$ cat config.mk
export PLATFORM = sky130hd
export DESIGN_NAME = multicycle_ctrl_flat
export DESIGN_NICKNAME = d
export VERILOG_FILES = /design/src/rtl/multicycle_ctrl_if.sv /design/src/rtl/multicycle_ctrl.sv /design/src/flat_wrapper.sv
export SDC_FILE = /design/constraint.sdc
export NUM_CORES = 1
export LEC_CHECK = 0
export CORE_MARGIN = 4
export CORE_UTILIZATION = 37
export DETAILED_ROUTE_END_ITERATION = 8
export GPL_ROUTABILITY_DRIVEN = 0
export PLACE_DENSITY = 0.87
export SETUP_SLACK_MARGIN = 0.2
export SYNTH_ARGS = -nofsm -noshare
export SYNTH_HDL_FRONTEND = slang
export SYNTH_SLANG_ARGS = --single-unit
$ cat constraint.sdc
create_clock -name clk -period 1.8 [get_ports clk]
set_input_delay 0.36 -clock clk [delete_from_list [all_inputs] [get_ports clk]]
set_output_delay 0.36 -clock clk [all_outputs]
set_load 0.01 [all_outputs]
$ cat src/rtl/multicycle_ctrl_if.sv
// Control bus between the multicycle main controller and the Datapath2 datapath.
// The controller side drives every select/enable and the debug state; the datapath side returns opcode and memory handshake.
interface multicycle_ctrl_if #(
  parameter int unsigned STATE_W  = 4,
  parameter int unsigned OPCODE_W = 6
);
  logic [OPCODE_W-1:0] opcode;
  logic                mem_ready;

  logic                IorD;
  logic                MemWrite;
  logic                IRWrite;
  logic                PCWrite;
  logic                Branch;
  logic                RegDst;
  logic                MemtoReg;
  logic                RegWrite;
  logic                ALUSrcA;
  logic [1:0]          ALUSrcB;
  logic [1:0]          ALUOp;
  logic [1:0]          PCSrc;
  logic [STATE_W-1:0]  state;
  logic                halted;

  modport master (
    input  opcode, mem_ready,
    output IorD, MemWrite, IRWrite, PCWrite, Branch, RegDst, MemtoReg,
           RegWrite, ALUSrcA, ALUSrcB, ALUOp, PCSrc, state, halted
  );

  modport slave (
    output opcode, mem_ready,
    input  IorD, MemWrite, IRWrite, PCWrite, Branch, RegDst, MemtoReg,
           RegWrite, ALUSrcA, ALUSrcB, ALUOp, PCSrc, state, halted
  );
endinterface

$ cat src/rtl/multicycle_ctrl.sv
// Main control FSM for the multicycle MIPS-subset datapath.
// Sequences fetch/decode/execute, stalls on mem_ready, halts on an unsupported opcode.
module multicycle_ctrl #(
  parameter int unsigned STATE_W  = 4,
  parameter int unsigned OPCODE_W = 6
) (
  input  logic                  clk,
  input  logic                  reset,
  multicycle_ctrl_if.master     bus
);

  typedef enum logic [STATE_W-1:0] {
    S_FETCH   = STATE_W'(0),
    S_DECODE  = STATE_W'(1),
    S_MEMADR  = STATE_W'(2),
    S_MEMRD   = STATE_W'(3),
    S_MEMWB   = STATE_W'(4),
    S_MEMWR   = STATE_W'(5),
    S_RTYPEEX = STATE_W'(6),
    S_RTYPEWB = STATE_W'(7),
    S_BEQEX   = STATE_W'(8),
    S_ADDIEX  = STATE_W'(9),
    S_ADDIWB  = STATE_W'(10),
    S_JEX     = STATE_W'(11),
    S_HALT    = STATE_W'(12)
  } state_t;

  localparam logic [OPCODE_W-1:0] OP_R    = OPCODE_W'(6'b000000);
  localparam logic [OPCODE_W-1:0] OP_LW   = OPCODE_W'(6'b100011);
  localparam logic [OPCODE_W-1:0] OP_SW   = OPCODE_W'(6'b101011);
  localparam logic [OPCODE_W-1:0] OP_BEQ  = OPCODE_W'(6'b000100);
  localparam logic [OPCODE_W-1:0] OP_ADDI = OPCODE_W'(6'b001000);
  localparam logic [OPCODE_W-1:0] OP_J    = OPCODE_W'(6'b000010);

  state_t r_state;

  logic       w_iord;
  logic       w_memwrite;
  logic       w_irwrite;
  logic       w_pcwrite;
  logic       w_branch;
  logic       w_regdst;
  logic       w_memtoreg;
  logic       w_regwrite;
  logic       w_alusrca;
  logic [1:0] w_alusrcb;
  logic [1:0] w_aluop;
  logic [1:0] w_pcsrc;

  // State sequencing; unused codes 13-15 recover to FETCH.
  always_ff @(posedge clk or posedge reset) begin
    if (reset) begin
      r_state <= S_FETCH;
    end else begin
      case (r_state)
        S_FETCH:   if (bus.mem_ready) r_state <= S_DECODE;
        S_DECODE: begin
          case (bus.opcode)
            OP_LW, OP_SW: r_state <= S_MEMADR;
            OP_R:         r_state <= S_RTYPEEX;
            OP_BEQ:       r_state <= S_BEQEX;
            OP_ADDI:      r_state <= S_ADDIEX;
            OP_J:         r_state <= S_JEX;
            default:      r_state <= S_HALT;
          endcase
        end
        S_MEMADR:  r_state <= (bus.opcode == OP_SW) ? S_MEMWR : S_MEMRD;
        S_MEMRD:   if (bus.mem_ready) r_state <= S_MEMWB;
        S_MEMWR:   if (bus.mem_ready) r_state <= S_FETCH;
        S_MEMWB:   r_state <= S_FETCH;
        S_RTYPEEX: r_state <= S_RTYPEWB;
        S_RTYPEWB: r_state <= S_FETCH;
        S_BEQEX:   r_state <= S_FETCH;
        S_ADDIEX:  r_state <= S_ADDIWB;
        S_ADDIWB:  r_state <= S_FETCH;
        S_JEX:     r_state <= S_FETCH;
        S_HALT:    r_state <= S_HALT;
        default:   r_state <= S_FETCH;
      endcase
    end
  end

  // Control decode from state; FETCH load enables are gated by mem_ready.
  always_comb begin
    w_iord     = 1'b0;
    w_memwrite = 1'b0;
    w_irwrite  = 1'b0;
    w_pcwrite  = 1'b0;
    w_branch   = 1'b0;
    w_regdst   = 1'b0;
    w_memtoreg = 1'b0;
    w_regwrite = 1'b0;
    w_alusrca  = 1'b0;
    w_alusrcb  = 2'b00;
    w_aluop    = 2'b00;
    w_pcsrc    = 2'b00;
    case (r_state)
      S_FETCH: begin
        w_alusrcb = 2'b01;
        w_irwrite = bus.mem_ready;
        w_pcwrite = bus.mem_ready;
      end
      S_DECODE:  w_alusrcb = 2'b11;
      S_MEMADR: begin
        w_alusrca = 1'b1;
        w_alusrcb = 2'b10;
      end
      S_MEMRD:   w_iord = 1'b1;
      S_MEMWB: begin
        w_memtoreg = 1'b1;
        w_regwrite = 1'b1;
      end
      S_MEMWR: begin
        w_iord     = 1'b1;
        w_memwrite = 1'b1;
      end
      S_RTYPEEX: begin
        w_alusrca = 1'b1;
        w_aluop   = 2'b10;
      end
      S_RTYPEWB: begin
        w_regdst   = 1'b1;
        w_regwrite = 1'b1;
      end
      S_BEQEX: begin
        w_alusrca = 1'b1;
        w_aluop   = 2'b01;
        w_pcsrc   = 2'b01;
        w_branch  = 1'b1;
      end
      S_ADDIEX: begin
        w_alusrca = 1'b1;
        w_alusrcb = 2'b10;
      end
      S_ADDIWB:  w_regwrite = 1'b1;
      S_JEX: begin
        w_pcsrc   = 2'b10;
        w_pcwrite = 1'b1;
      end
      default: ;
    endcase
    // Reset must suppress every write even though FETCH would otherwise follow mem_ready.
    if (reset) begin
      w_irwrite  = 1'b0;
      w_pcwrite  = 1'b0;
      w_memwrite = 1'b0;
      w_regwrite = 1'b0;
      w_branch   = 1'b0;
    end
  end

  assign bus.IorD     = w_iord;
  assign bus.MemWrite = w_memwrite;
  assign bus.IRWrite  = w_irwrite;
  assign bus.PCWrite  = w_pcwrite;
  assign bus.Branch   = w_branch;
  assign bus.RegDst   = w_regdst;
  assign bus.MemtoReg = w_memtoreg;
  assign bus.RegWrite = w_regwrite;
  assign bus.ALUSrcA  = w_alusrca;
  assign bus.ALUSrcB  = w_alusrcb;
  assign bus.ALUOp    = w_aluop;
  assign bus.PCSrc    = w_pcsrc;
  assign bus.state    = r_state;
  assign bus.halted   = (r_state == S_HALT);

endmodule

$ cat src/flat_wrapper.sv
// flat-port wrapper written by rule: the top's interface ports become plain ports
module multicycle_ctrl_flat 
#(
  parameter int unsigned STATE_W  = 4,
  parameter int unsigned OPCODE_W = 6
)
  (clk, reset, bus_opcode, bus_mem_ready, bus_IorD, bus_MemWrite, bus_IRWrite, bus_PCWrite, bus_Branch, bus_RegDst, bus_MemtoReg, bus_RegWrite, bus_ALUSrcA, bus_ALUSrcB, bus_ALUOp, bus_PCSrc, bus_state, bus_halted);
  multicycle_ctrl_if #(.STATE_W(STATE_W), .OPCODE_W(OPCODE_W)) bus_i ();
  input  logic clk;
  input  logic reset;
  input wire logic [$bits(bus_i.opcode)-1:0] bus_opcode;
  input wire logic [$bits(bus_i.mem_ready)-1:0] bus_mem_ready;
  output wire logic [$bits(bus_i.IorD)-1:0] bus_IorD;
  output wire logic [$bits(bus_i.MemWrite)-1:0] bus_MemWrite;
  output wire logic [$bits(bus_i.IRWrite)-1:0] bus_IRWrite;
  output wire logic [$bits(bus_i.PCWrite)-1:0] bus_PCWrite;
  output wire logic [$bits(bus_i.Branch)-1:0] bus_Branch;
  output wire logic [$bits(bus_i.RegDst)-1:0] bus_RegDst;
  output wire logic [$bits(bus_i.MemtoReg)-1:0] bus_MemtoReg;
  output wire logic [$bits(bus_i.RegWrite)-1:0] bus_RegWrite;
  output wire logic [$bits(bus_i.ALUSrcA)-1:0] bus_ALUSrcA;
  output wire logic [$bits(bus_i.ALUSrcB)-1:0] bus_ALUSrcB;
  output wire logic [$bits(bus_i.ALUOp)-1:0] bus_ALUOp;
  output wire logic [$bits(bus_i.PCSrc)-1:0] bus_PCSrc;
  output wire logic [$bits(bus_i.state)-1:0] bus_state;
  output wire logic [$bits(bus_i.halted)-1:0] bus_halted;
  assign bus_i.opcode = bus_opcode;
  assign bus_i.mem_ready = bus_mem_ready;
  assign bus_IorD = bus_i.IorD;
  assign bus_MemWrite = bus_i.MemWrite;
  assign bus_IRWrite = bus_i.IRWrite;
  assign bus_PCWrite = bus_i.PCWrite;
  assign bus_Branch = bus_i.Branch;
  assign bus_RegDst = bus_i.RegDst;
  assign bus_MemtoReg = bus_i.MemtoReg;
  assign bus_RegWrite = bus_i.RegWrite;
  assign bus_ALUSrcA = bus_i.ALUSrcA;
  assign bus_ALUSrcB = bus_i.ALUSrcB;
  assign bus_ALUOp = bus_i.ALUOp;
  assign bus_PCSrc = bus_i.PCSrc;
  assign bus_state = bus_i.state;
  assign bus_halted = bus_i.halted;
  multicycle_ctrl #(.STATE_W(STATE_W), .OPCODE_W(OPCODE_W)) u_core (.clk(clk), .reset(reset), .bus(bus_i));
endmodule
==> impl_metrics.ini <==
[status]
status = finished, violations left
violations_in_the_final_reports = negative setup slack

[placed_design]
preCtsSetupSlack_ps = -294
io_buffer_count = 28
postPlaceCellArea_sq_um = 1030
place_hpwl_microns = 1680

[floorplan]
die_height_microns = 45.7
die-area_sq_um = 2090
coreArea_sq_um = 1320
die_x_extent_microns = 45.7
pin_count = 29
placementRows = 13
start_util = 0.400

[routing]
finalWirelength_microns = 3680
iteration_0_drc_markers = 85
routedWlPerCell_microns = 23.6
postRouteAntennaNets = 0
routed-via-count = 1035
drt_drc_violations_left = 0
viasPerCell = 6.63
detailedRoute.firstPassIterationCount = 4

[timing]
max_slew.worst_pin.slew_ps = 414
final_period_utilization = 1.01
setup-tns-final_ps = -36.2
final.setup.worst_slack_ps = -14.0
clock.fmax_mhz = 551
finalWorstPathRequiredPeriod_ps = 1810
hold-worst-slack_ps = 264
report.final.setup_viol = 4
hold_violations = 0
setup_clock_skew_after_layout_ps = 14.5
worst_slew_margin_rel = 0.720
rsz0062_at_grt = true
final-max-slew-violation-count = 0

[grt]
busiest_layer = met2
globalRouteMet1Util = 0.380
grtUsageMet3 = 0.0751
antenna_violations_before_repair = 0
gr-usage-met2 = 0.468
grt_remaining_overflow = 0
grt_pass1_wl_microns = 4400
via_count_of_the_first_global_routing_pass = 941
maximum_number_of_pins_on_one_net_before_global_route_repair = 8
grt_usage = 0.297

[clock_tree]
insertion_delay_ps = 250
cts_tree = built
clockBufferDepth = 2
worst_setup_hold_path_clk_slew_ps = 50
cts_root_buf = sky130_fd_sc_hd__clkbuf_4
clock-sinks = 4
cts-htree-levels = 1
tritoncts_buffer_count = 3

[flow_run]
maxCapViolCount = 0

[synthesis]
post_synth_instance_area_sq_um = 527
synth_ff_type = sky130_fd_sc_hd__dfrtp_1
synth-edff-count = 0
ys.warnings.count = 0
synthDominantCellAreaShare = 0.190
synth.largest_area_cell = sky130_fd_sc_hd__dfrtp_1
fraction_of_the_yosys_area_taken_by_sequential_cells = 0.190
synthesis_stage_register_bit_count = 4
synthesis.nets = 85
syn-instance-count = 76
asyncSetResetFlopFracSynth = 1.00
yosysUniqueCellTypes = 32
synth.top_cells.by_count = sky130_fd_sc_hd__nor2_1, sky130_fd_sc_hd__a21oi_1, sky130_fd_sc_hd__nand2_1, sky130_fd_sc_hd__nor3_1, sky130_fd_sc_hd__o21ai_0
synth.top_cells.by_area = sky130_fd_sc_hd__dfrtp_1, sky130_fd_sc_hd__nor2_1, sky130_fd_sc_hd__a21oi_1
syn_avg_cell_area_sq_um = 6.93
most_numerous_cell_in_the_yosys_netlist = sky130_fd_sc_hd__nor2_1

[cells_and_area]
largest_register_ff_count = 4
layout.nets = 152
drive_gt1_frac = 0.652
area_growth_syn_to_fin_pct = 128
antennaDiodeCount = 0
layout.cell_area.non_filler_sq_um = 1200

[power_and_ir_drop]
cellLeakagePower_nw = 0.599
power.ir.vdd_worst_mv = 1.29
power.total_mw = 2.24
pwr_per_cell_area_nw_per_um2 = 1870

[setup_path]
critPathMaxFanout = 7
cp.arrival_ps = 1450
worst_setup_path_start_kind = flop
crit_slowest_cell = sky130_fd_sc_hd__dfrtp_2
data_required_critical_path_ps = 1440
reg2reg_depth = 5
cpPeakStageDelay_ps = 480
crit_type = flop to output pin
reg2reg_from = u_core.bus.state[2]$_DFFE_PP0P_
setup.worst_path.end_class = output pin
critPathBufInv = 2
ff2ff_setup_slack_ps = 140
rr_endpoint = u_core.bus.state[0]$_DFFE_PP0P_
timing.critical_path.cells = buf_4 > nor3_4 > a21oi_1 > nor2_1 > buf_2
path_delay_family = flip-flops

[min_path]
worstHoldPathType = input pin to asynchronous set/reset pin
[through the flow]
stage,std cells,utilization
detailed placement,144,0.784
global route,156,0.911
finish,156,0.911
floorplan,76,-
CTS,153,0.845
global placement,144,0.784
[worst max-delay path by stage]
stage / depth (start not counted) / slack, ps / from / endpoint
6_report: 5 / -10 / u_core.bus.state[3]$_DFFE_PP0P_ / bus_RegWrite
4_1_cts: 5 / 50 / u_core.bus.state[0]$_DFFE_PP0P_ / bus_ALUSrcB[1]
5_1_grt: 4 / -80 / u_core.bus.state[0]$_DFFE_PP0P_ / bus_halted
2_1_floorplan: 4 / 210 / u_core.bus.state[0]$_DFFE_PP0P_ / bus_PCWrite
3_5_place_dp: 4 / -290 / reset / bus_MemWrite
3_3_place_gp: 5 / -250 / reset / bus_PCWrite
[routing by layer]
metal,vias to the layer above,wire length (microns)
li1,419,-
met1,485,1330
met2,97,1690
met3,34,395
met4,0,260
met5,-,0
[worst min-delay path, stage by stage]
cell and delay [ps]:
sky130_fd_sc_hd__dlygate4sd2_1 250, sky130_fd_sc_hd__inv_2 90, sky130_fd_sc_hd__buf_4 140
[cell usage in the layout (no fill, tap or decap), types with 2 or more instances in the layout]
cell,count
sky130_fd_sc_hd__or4_4,2
sky130_fd_sc_hd__nor2_1,8
sky130_fd_sc_hd__buf_2,13
sky130_fd_sc_hd__buf_6,8
sky130_fd_sc_hd__dlygate4sd2_1,7
sky130_fd_sc_hd__a21oi_2,2
sky130_fd_sc_hd__nor2_4,2
sky130_fd_sc_hd__clkbuf_2,3
sky130_fd_sc_hd__o21ai_0,4
sky130_fd_sc_hd__nor2_2,2
sky130_fd_sc_hd__clkbuf_4,3
sky130_fd_sc_hd__inv_1,2
sky130_fd_sc_hd__dfrtp_2,4
sky130_fd_sc_hd__nor3_1,3
sky130_fd_sc_hd__nor3_4,2
sky130_fd_sc_hd__a21oi_1,5
sky130_fd_sc_hd__nand2b_4,2
sky130_fd_sc_hd__nand2_1,4
sky130_fd_sc_hd__clkdlybuf4s15_2,2
sky130_fd_sc_hd__nor2b_1,2
sky130_fd_sc_hd__buf_4,33
[power by group]
group	internal, mW	total [mW]	leakage (nW)	switching [mW]
combinational	0.936	1.85	0.538	0.919
clock	0.0752	0.121	0.0138	0.0456
sequential	0.143	0.263	0.0468	0.120
[logic make-up (layout without fill, tap and decap cells)]
logic type | Yosys count | after routing | synth area share
flops | 4 | 4 | 0.190
mux | 1 | 1 | 0.0190
xor+xnor | 1 | 1 | 0.0166
simple gates | 40 | 40 | 0.423
compound gates | 22 | 22 | 0.287
buf+inv | 8 | 73 | 0.0641
[repair_timing]
item	CTS	global route
endpoints found under the hold margin	0	0
setup endpoints to repair	23	19
hold buffers	0	0
buffers inserted	6	3
resized for setup	100	25
pin swaps	10	7
[final cells by class]
| class | count | area [sq um] |
|---|---|---|
| Clock buffer | 3 | 22.5 |
| Multi-Input combinational cell | 64 | 531 |
| Tap cell | 15 | 18.8 |
| Inverter | 3 | 11.3 |
| Sequential cell | 4 | 105 |
| Fill cell | 51 | 118 |
| Timing Repair Buffer | 67 | 512 |
Power figures use the tool's default switching activity.
